==> config.mk <==
export PLATFORM = sky130hd
export DESIGN_NAME = pc_unit
export DESIGN_NICKNAME = d
export VERILOG_FILES = /design/src/rtl/pc_unit.sv
export SDC_FILE = /design/constraint.sdc
export NUM_CORES = 1
export LEC_CHECK = 0
export CORE_MARGIN = 3
export CORE_UTILIZATION = 51
export DETAILED_ROUTE_END_ITERATION = 10
export HOLD_SLACK_MARGIN = 0.03
export PLACE_DENSITY = 0.87
export SYNTH_ARGS = -nofsm -noshare
export SYNTH_HDL_FRONTEND = slang
export SYNTH_SLANG_ARGS = --single-unit
==> constraint.sdc <==
create_clock -name clk -period 5.85 [get_ports clk]
set_input_delay 0.8775 -clock clk [delete_from_list [all_inputs] [get_ports clk]]
set_output_delay 0.8775 -clock clk [all_outputs]
set_load 0.05 [all_outputs]
==> src/rtl/pc_unit.sv <==
// Program counter at the head of IF: sequential step, stall hold, branch/jump redirect, exception entry, ERET.
// Latency: pc is registered and updates one edge after its request; a redirect taken under stall applies on the first unstalled edge.
// Backpressure: stall holds pc and parks the newest redirect; exc_req/eret_req override stall and drop any parked redirect.
module pc_unit #(
  parameter int               WIDTH     = 32,
  parameter logic [WIDTH-1:0] RESET_VEC = 32'h0000_3000,
  parameter logic [WIDTH-1:0] EXC_VEC   = 32'h0000_4180,
  parameter int               STEP      = 4,
  parameter logic [WIDTH-1:0] IMEM_BASE = 32'h0000_3000,
  parameter logic [WIDTH:0]   IMEM_SIZE = 33'h0_0000_4000
) (
  input  logic             clk,
  input  logic             reset,
  input  logic             stall,
  input  logic             br_valid,
  input  logic [WIDTH-1:0] br_target,
  input  logic             exc_req,
  input  logic             eret_req,
  input  logic [WIDTH-1:0] epc,
  output logic [WIDTH-1:0] pc,
  output logic [WIDTH-1:0] pc_plus_step,
  output logic             redir_pending,
  output logic             fetch_exc
);

  typedef enum logic {SEQ = 1'b0, HOLD = 1'b1} state_t;

  localparam logic [WIDTH-1:0] STEP_W   = WIDTH'(STEP);
  // One extra bit so an IMEM ending exactly at the top of the address space does not wrap to zero.
  localparam logic [WIDTH:0]   IMEM_END = {1'b0, IMEM_BASE} + IMEM_SIZE;

  state_t           state_q, state_nxt;
  logic [WIDTH-1:0] pc_q, pc_nxt;
  logic [WIDTH-1:0] pend_q, pend_nxt;
  logic [WIDTH:0]   base_off;

  // Register the PC, the redirect-buffer state and the buffered target.
  always_ff @(posedge clk or posedge reset) begin
    if (reset) begin
      state_q <= SEQ;
      pc_q    <= RESET_VEC;
      pend_q  <= '0;
    end else begin
      state_q <= state_nxt;
      pc_q    <= pc_nxt;
      pend_q  <= pend_nxt;
    end
  end

  // Priority-ordered next-PC selection: exception, ERET, stalled redirect, stall, live redirect, buffered redirect, step.
  always_comb begin
    state_nxt = state_q;
    pc_nxt    = pc_q;
    pend_nxt  = pend_q;
    if (exc_req) begin
      pc_nxt    = EXC_VEC;
      state_nxt = SEQ;
    end else if (eret_req) begin
      pc_nxt    = epc;
      state_nxt = SEQ;
    end else if (stall && br_valid) begin
      // Latest redirect wins; an older parked target is simply overwritten.
      pend_nxt  = br_target;
      state_nxt = HOLD;
    end else if (stall) begin
      pc_nxt    = pc_q;
    end else if (br_valid) begin
      // A live redirect is younger than anything parked, so it supersedes it.
      pc_nxt    = br_target;
      state_nxt = SEQ;
    end else if (state_q == HOLD) begin
      pc_nxt    = pend_q;
      state_nxt = SEQ;
    end else begin
      pc_nxt    = pc_q + STEP_W;
    end
  end

  // Below-base test via borrow of pc - IMEM_BASE, which stays meaningful when IMEM_BASE is zero.
  always_comb begin
    base_off  = {1'b0, pc_q} - {1'b0, IMEM_BASE};
    fetch_exc = (pc_q[1:0] != 2'b00) | base_off[WIDTH] | ({1'b0, pc_q} >= IMEM_END);
  end

  assign pc            = pc_q;
  assign pc_plus_step  = pc_q + STEP_W;
  assign redir_pending = (state_q == HOLD);

endmodule

## After elaboration in Yosys (flattened, before gate mapping)

Cells that the tools add are included.

| word-level totals | value |
|---|---|
| flip-flop bits (word level) | 65 |
| latch bits | 0 |
| memory bits (writable) | 0 |
| memory bits (read-only) | 0 |
| input bits | 70 |
| logic and storage cells | 27 |
| memories kept | 0 |

| operators by class | value |
|---|---|
| $add $sub $neg | 2 |
| multipliers | 0 |
| divide/modulo/power cells | 0 |
| $lt $le $gt $ge | 1 |
| equality and inequality tests | 3 |
| shift operators | 0 |
| mux-type cells | 10 |
| bitwise operators | 4 |
| reductions and logical operators | 4 |

Operators by type and width:

| operator | count |
|---|---|
| $mux 32 | 6 |
| $sub 32x14->33 const B | 1 |
| $add 32x3->32 const B | 1 |
| $ge 32x15->1 const B | 1 |
| $mux 1 | 4 |
| $ne 4x1->1 const B | 1 |
| $ne 3x1->1 const B | 1 |
| $ne 3x3->1 const B | 1 |
| $reduce_and 3->1 | 1 |
| $not 1->1 | 2 |
| $or 1x1->1 | 2 |
| $reduce_and 2->1 | 1 |
| $reduce_bool 2->1 | 1 |
| $logic_and 1x1->1 | 1 |

## Depth between registers and ports, before layout

Gate-level depths: netlist of run 1.

| depth | value |
|---|---|
| depth after elaboration | 7 |
| mapped depth | 7 |
| gate-level depth less buffers | 7 |

## Least setup slack after synthesis of run 1

No wires, ideal clock.

| timing path | value |
|---|---|
| kind | reg-to-output |
| start | register pc_q[13] (netlist: pc[13]) |
| end | output port pc_plus_step[21] |
| data arrival time | 2.514 ns |
| data required time | 4.973 ns |
| setup slack | 2.458 ns |
| cell stages (with the launch flop) | 7 |
| path buffers | 2 |
| cell sequence | dfstp_2 buf_2 and4_4 nand4_2 buf_2 nor3_1 xor2_1 |

| on the way | value |
|---|---|
| word-level cells in the longest chain between the ends | 1 |

RTL lines:

| element | line | RTL |
|---|---|---|
| start: declaration | 33 | `logic [WIDTH-1:0] pc_q, pc_nxt;` |
| start signal: assignment | 45 | `pc_q <= pc_nxt;` |
| $add 32x3->32 | 86 | `assign pc_plus_step = pc_q + STEP_W;` |
| end: declaration | 21 | `output logic [WIDTH-1:0] pc_plus_step,` |

Every way passes these cells.

## Worst setup path after layout of run 1

| timing path | value |
|---|---|
| start | register pc_q[13] (netlist: pc[13]) |
| end | output port pc_plus_step[31] |

The elaborated chain is that of the path after synthesis.

==> impl_metrics.yaml, run 1 <==
layout:
  layout.cells.most_common_list: "clkdlybuf4s50_1, dfrtp_1, nor2_1"
  n_diodes: 0
  postLayoutCoreUtil_pct: 73.0
  fillers: 594
  final_layout_size_suffix_gt1_share_pct: 12.8
  layout.nets: 656
  fin_cells: 690
  most_frequent_standard_cell_in_the_layout_excluding_fill_and_tap_cells: "clkdlybuf4s50_1"
  area_growth_pct: 36.8
cts:
  total_number_of_h_tree_levels: 3
  clock_latency_ns: 0.34
  cts_bufs_inserted: 9
  cts_post_setup_buffers_inserted: 0
  clkTransAtPathRegs_ns: 0.07
  clk_path_buf_depth: 2
  tritoncts: "built"
  ctsHoldBuffers: 0
  cts-root-buf: "clkbuf_8"
  cts.sinks: 65
  post_cts_resize_count: 0
placed_design:
  placement.io_buffers: 135
  dpl.hpwl_um: 10400
  globalplace.congestion: 0.962
  place_inst: 675
logic_synthesis:
  synth_area_per_cell_um2: 8.98
  distinct_cell_type_count_of_the_synthesized_netlist: 65
  postSynthCellCount: 469
  postSynthRegisterBits: 65
  synth_area_mm2: 0.00421
  ys_warn_count: 0
  synth.yosys.seq_area_share_pct: 38.7
  synth_enable_flop_cells: 0
  mappedNetlistNets: 541
  postSynth.topFlopCell: "dfrtp_1"
  postSynth.asyncResetShare_pct: 100
critical_path:
  setup.worst_path.end_class: "output port"
  largest_fanout_on_the_critical_path: 13
  largest_incremental_delay_on_the_critical_path_ns: 0.71
  timing_worst_setup_path_type: "flip-flop to output port"
  path_buf_inv: 2
  critical_path_depth: 6
  worstReg2RegStart: "redir_pending"
  worstPathCellList: "and4_4 > nand4_2 > or4_1 > xor2_1 > inv_1 > clkdlybuf4s50_1"
  timing.reg2reg.setup_slack_ns: 3.11
  cp-endpoint: "pc_plus_step[31]"
  timing.critical_path.required_ns: 4.97
  reg2regPathDepth: 4
  critPathLaunch: "pc[13]"
  crit-reg2reg-capture: "pc[10]"
  crit_slowest_cell: "clkdlybuf4s50_1"
  timing.critical_path.arrival_ns: 3.36
  crit_path_start_kind: "flip-flop"
  top_delay_family_on_crit_path: "simple AND/OR/NAND/NOR gates"
sta:
  fin_crit_ns: 4.24
  finalClockSkew_ns: 0.00896
  report.final.hold_viol_count: 0
  fmax_mhz: 236
  setup-violations-final: 0
  timing.slew.headroom_pct: 27.9
  setup_repair_after_global_routing_missed_its_margin: "false"
  final-max-slew-violation-count: 0
  final_min_period_over_clock_period_pct: 72.4
  setup_tns_final_ns: 0
  worst_slew_pin_tran_ns: 1.08
global_routing:
  grtUsageTotal_pct: 31.2
  gr-total-overflow: 0
  grt_pass1_wl_um: 23500
  grt_antenna_before_repair: 1
  grt_max_degree: 66
  grt_pass1_vias: 4340
routing:
  drt_drc_violations_left: 0
  drt-wirelength-per-cell_um: 21.8
  drt-pass1-iter-count: 6
  avgViaCountPerCell: 6.59
  wl_um: 15100
  detailroute.via_count: 4548
  drt_first_iter_violations: 506
  antenna_violating_nets_post_route: 0
die:
  dieHeight_um: 96.9
  core_region_area_mm2: 0.00789
  floorplan.die.width_um: 96.9
  fp.dieArea_mm2: 0.00939
  start_util_pct: 53.4
  ios: 136
  placementRows: 32
power_and_ir_drop:
  max-vdd-ir-drop_mv: 0.138
  p_per_area_mw_per_mm2: 240
  power.leakage_nw: 2.27
run_status:
  run_status: "complete, no violations"
hold_path:
  hp-class: "flip-flop to flip-flop"
  holdCritStartpoint: "pend_q[9]"
job:
  max_cap_violations: 0
routing by layer:
layer,wire [µm],track usage [%],vias up
li1,-,-,1972
met1,5900,43.3,2156
met2,7090,48.9,364
met3,1670,5.55,54
met4,402,11.6,2
met5,7,0,-
worst reg2reg max path, delay by kind of cell, from the launching register on:
family	cells	cell delay (ns)
DFF	1	0.90
and+or+nand+nor	1	0.81
AOI/OAI and AO/OA	2	0.59
buffers and inverters	1	0.31
cells in the mapped netlist (10+ instances only):
cell       n  area (µm²)
dfrtp_1   63        1580
nor2_1    38         143
nand2_1   35         131
mux2_2    32         360
a21oi_1   30         150
clkbuf_1  22        82.6
o21ai_0   22         110
nand3_1   17        85.1
inv_1     14        52.6
nor3_1    14        70.1
xnor2_1   14         123
nor4_1    12        75.1
o211ai_1  12        90.1
nand4_1   10        62.6
cells by family after synthesis:
logic type | after synthesis | synth area share, %
adders and majority gates | 2 | 0.594
xor gates and xnor gates | 22 | 4.57
and+or+nand+nor | 164 | 20.5
AOI/OAI and AO/OA | 125 | 20.5
DFF | 65 | 38.7
buffers and inverters | 53 | 5.17
muxes | 38 | 9.98
worst min-delay path by stage:
stage	end	slack, ns	depth (start not counted)
floorplan	pend_q[7]	0.47	1
global placement	pend_q[7]	0.48	1
detailed placement	pend_q[7]	0.49	1
CTS	pend_q[7]	0.51	1
global route	pend_q[2]	0.53	1
finish	pend_q[9]	0.51	1
final cells by class:
class	count	area [µm²]	area share, %
multi-input combinational	351	2370	41.1
timing repair buffer	141	1400	24.2
clock buffer	12	165	2.87
clock inverter	3	15.0	0.261
tap	102	128	2.21
sequential	65	1630	28.3
inverter	16	60.1	1.04
stage by stage:
step | setup WS (ns) | hold WS, ns | area, µm² | power (mW)
after global routing | 1.54 | 0.527 | 5760 | 1.43
final | 1.61 | 0.512 | 5760 | 1.38
after detailed placement | 1.91 | 0.489 | 5580 | 1.03
after CTS | 1.67 | 0.506 | 5760 | 1.38
after global placement | 1.98 | 0.481 | 5580 | 1.01
after floorplan | 2.46 | 0.472 | 4210 | 0.851
flip-flops by register name (all words and copies together) (netlist names):
register	flops
redir_pending	1
pc	32
pend_q	32
power breakdown:
group | switching [mW] | total [mW] | leakage, nW | internal, mW
logic | 0.261 | 0.447 | 1.37 | 0.187
clock network | 0.172 | 0.356 | 0.0980 | 0.184
registers | 0.0645 | 0.580 | 0.802 | 0.516
Power figures use the tool's default switching activity.
==> run 2, diff against run 1 <==
--- a/config.mk
+++ b/config.mk
@@ -6,10 +6,10 @@
 export NUM_CORES = 1
 export LEC_CHECK = 0
 export CORE_MARGIN = 3
-export CORE_UTILIZATION = 51
+export CORE_UTILIZATION = 47
 export DETAILED_ROUTE_END_ITERATION = 10
 export HOLD_SLACK_MARGIN = 0.03
-export PLACE_DENSITY = 0.87
+export PLACE_DENSITY = 0.81
 export SYNTH_ARGS = -nofsm -noshare
 export SYNTH_HDL_FRONTEND = slang
 export SYNTH_SLANG_ARGS = --single-unit
==> constraint.sdc (replaced) <==
create_clock -name clk -period 4.1 [get_ports clk]
set_input_delay 0.615 -clock clk [delete_from_list [all_inputs] [get_ports clk]]
set_output_delay 0.615 -clock clk [all_outputs]
set_load 0.05 [all_outputs]
==> run 2 against run 1 <==
  * Wire length is 0.70% lower
  * Sequential power is 42% higher
  * Power is 56% higher
  * Global-route usage is 1.7 points lower
  * Utilization is 3.1 points lower
  * Critical path depth stayed put
  * Critical path type unchanged
  * Non-clock buffer count is 11 higher
==> impl_metrics.yaml, run 2 (synthesis results as in run 1) <==
sta:
  fin_crit_ns: 3.77
  finalClockSkew_ns: 0.00962
  fin_hold_ws_ns: 0.500
  report.final.hold_viol_count: 0
  setup-violations-final: 0
  setup_tns_final_ns: 0
  setup_repair_after_global_routing_missed_its_margin: "false"
  fmax_mhz: 265
  final-max-slew-violation-count: 0
  timing.slew.headroom_pct: 38.2
  worst_slew_pin_tran_ns: 0.926
  final_min_period_over_clock_period_pct: 92.1
layout:
  layout.nets: 667
  postLayoutCoreUtil_pct: 69.9
  final_design_area_no_fill_mm2: 0.00592
  area_growth_pct: 40.5
  most_frequent_standard_cell_in_the_layout_excluding_fill_and_tap_cells: "clkdlybuf4s50_1"
  layout.cells.most_common_list: "clkdlybuf4s50_1, dfrtp_1, nor2_1"
  n_diodes: 0
  final_layout_size_suffix_gt1_share_pct: 14.5
die:
  placementRows: 33
  fp.dieArea_mm2: 0.0101
  start_util_pct: 49.8
  floorplan.die.width_um: 101
  core_region_area_mm2: 0.00846
  dieHeight_um: 101
  ios: 136
global_routing:
  grtUsageTotal_pct: 29.5
  gr-total-overflow: 0
  grt_pass1_wl_um: 23100
  grt_antenna_before_repair: 0
  grt_max_degree: 42
  grt_pass1_vias: 4487
critical_path:
  timing_worst_setup_path_type: "flip-flop to output port"
  largest_incremental_delay_on_the_critical_path_ns: 0.84
  largest_fanout_on_the_critical_path: 8
  timing.critical_path.required_ns: 3.48
  crit_path_start_kind: "flip-flop"
  timing.critical_path.arrival_ns: 3.16
  setup.worst_path.end_class: "output port"
  crit_slowest_cell: "clkdlybuf4s50_1"
  worstPathCellList: "ha_1 > and3_1 > nand4_1 > nor3_1 > xor2_1 > clkdlybuf4s50_1"
placed_design:
  place_area_mm2: 0.00567
  dpl.hpwl_um: 10800
  placement.io_buffers: 135
  globalplace.congestion: 0.966
run_status:
  run_status: "complete, no violations"
cts:
  cts-root-buf: "clkbuf_8"
  post_cts_resize_count: 0
  clkTransAtPathRegs_ns: 0.08
  cts_post_setup_buffers_inserted: 0
  total_number_of_h_tree_levels: 3
  cts.sinks: 65
  clk_path_buf_depth: 2
  clock_latency_ns: 0.36
  tritoncts: "built"
  ctsHoldBuffers: 0
  cts_bufs_inserted: 9
power_and_ir_drop:
  p_per_area_mw_per_mm2: 365
  total_power_mw: 2.16
  max-vdd-ir-drop_mv: 0.203
  power.leakage_nw: 2.35
routing:
  antenna_violating_nets_post_route: 0
  detailroute.via_count: 4524
  drt_first_iter_violations: 366
  drt-pass1-iter-count: 5
  drt_drc_violations_left: 0
  avgViaCountPerCell: 6.42
  drt-wirelength-per-cell_um: 21.2
  wl_um: 15000
hold_path:
  hp-class: "flip-flop to flip-flop"
job:
  max_cap_violations: 0
run 2: report_power, final:
group          internal, mW  switching, mW
registers             0.736         0.0907
logic                 0.271          0.370
clock network         0.422          0.272
total                  1.43          0.732
run 2: worst paths after layout:
path                               start                to  slack (ns)  cells after the start
setup / recovery                   pc[2]  pc_plus_step[26]        0.33                      6
hold / removal                 pend_q[7]         pend_q[7]        0.50                      1
setup reg to reg           redir_pending            pc[27]        1.59                      6
hold reg to reg                pend_q[7]         pend_q[7]        0.50                      1
max in group asynchronous          reset            pc[13]        2.36                      3
min in group asynchronous          reset        pend_q[25]        0.79                      2
run 2: cell type report:
cell class	count	area, µm²
Sequential cell	65	1630
Tap cell	105	131
Clock buffer	10	138
Inverter	16	60.1
Clock inverter	6	115
Timing Repair Buffer	152	1480
Fill cell	670	2540
Multi-Input combinational cell	351	2370
run 2: critical path, delay by kind of cell (launching register included):
family        cells  cell delay, ns
buf+inv           1            0.84
simple gates      3            0.99
fa+ha+maj         1            0.25
xor+xnor          1            0.24
flops             1            0.48
run 2: metrics by stage:
step,setup slack (ns),instances
2_1_floorplan,0.971,469
3_3_place_gp,0.870,689
3_5_place_dp,0.798,689
4_1_cts,0.374,705
5_1_grt,0.185,705
6_report,0.326,705
run 2: layer usage:
| metal | wire [µm] | track usage, % | up-vias |
|---|---|---|---|
| met5 | 0 | 0 | - |
| li1 | - | - | 2006 |
| met1 | 5930 | 38.5 | 2183 |
| met4 | 403 | 12.0 | 0 |
| met2 | 7180 | 47.3 | 295 |
| met3 | 1450 | 6.64 | 40 |
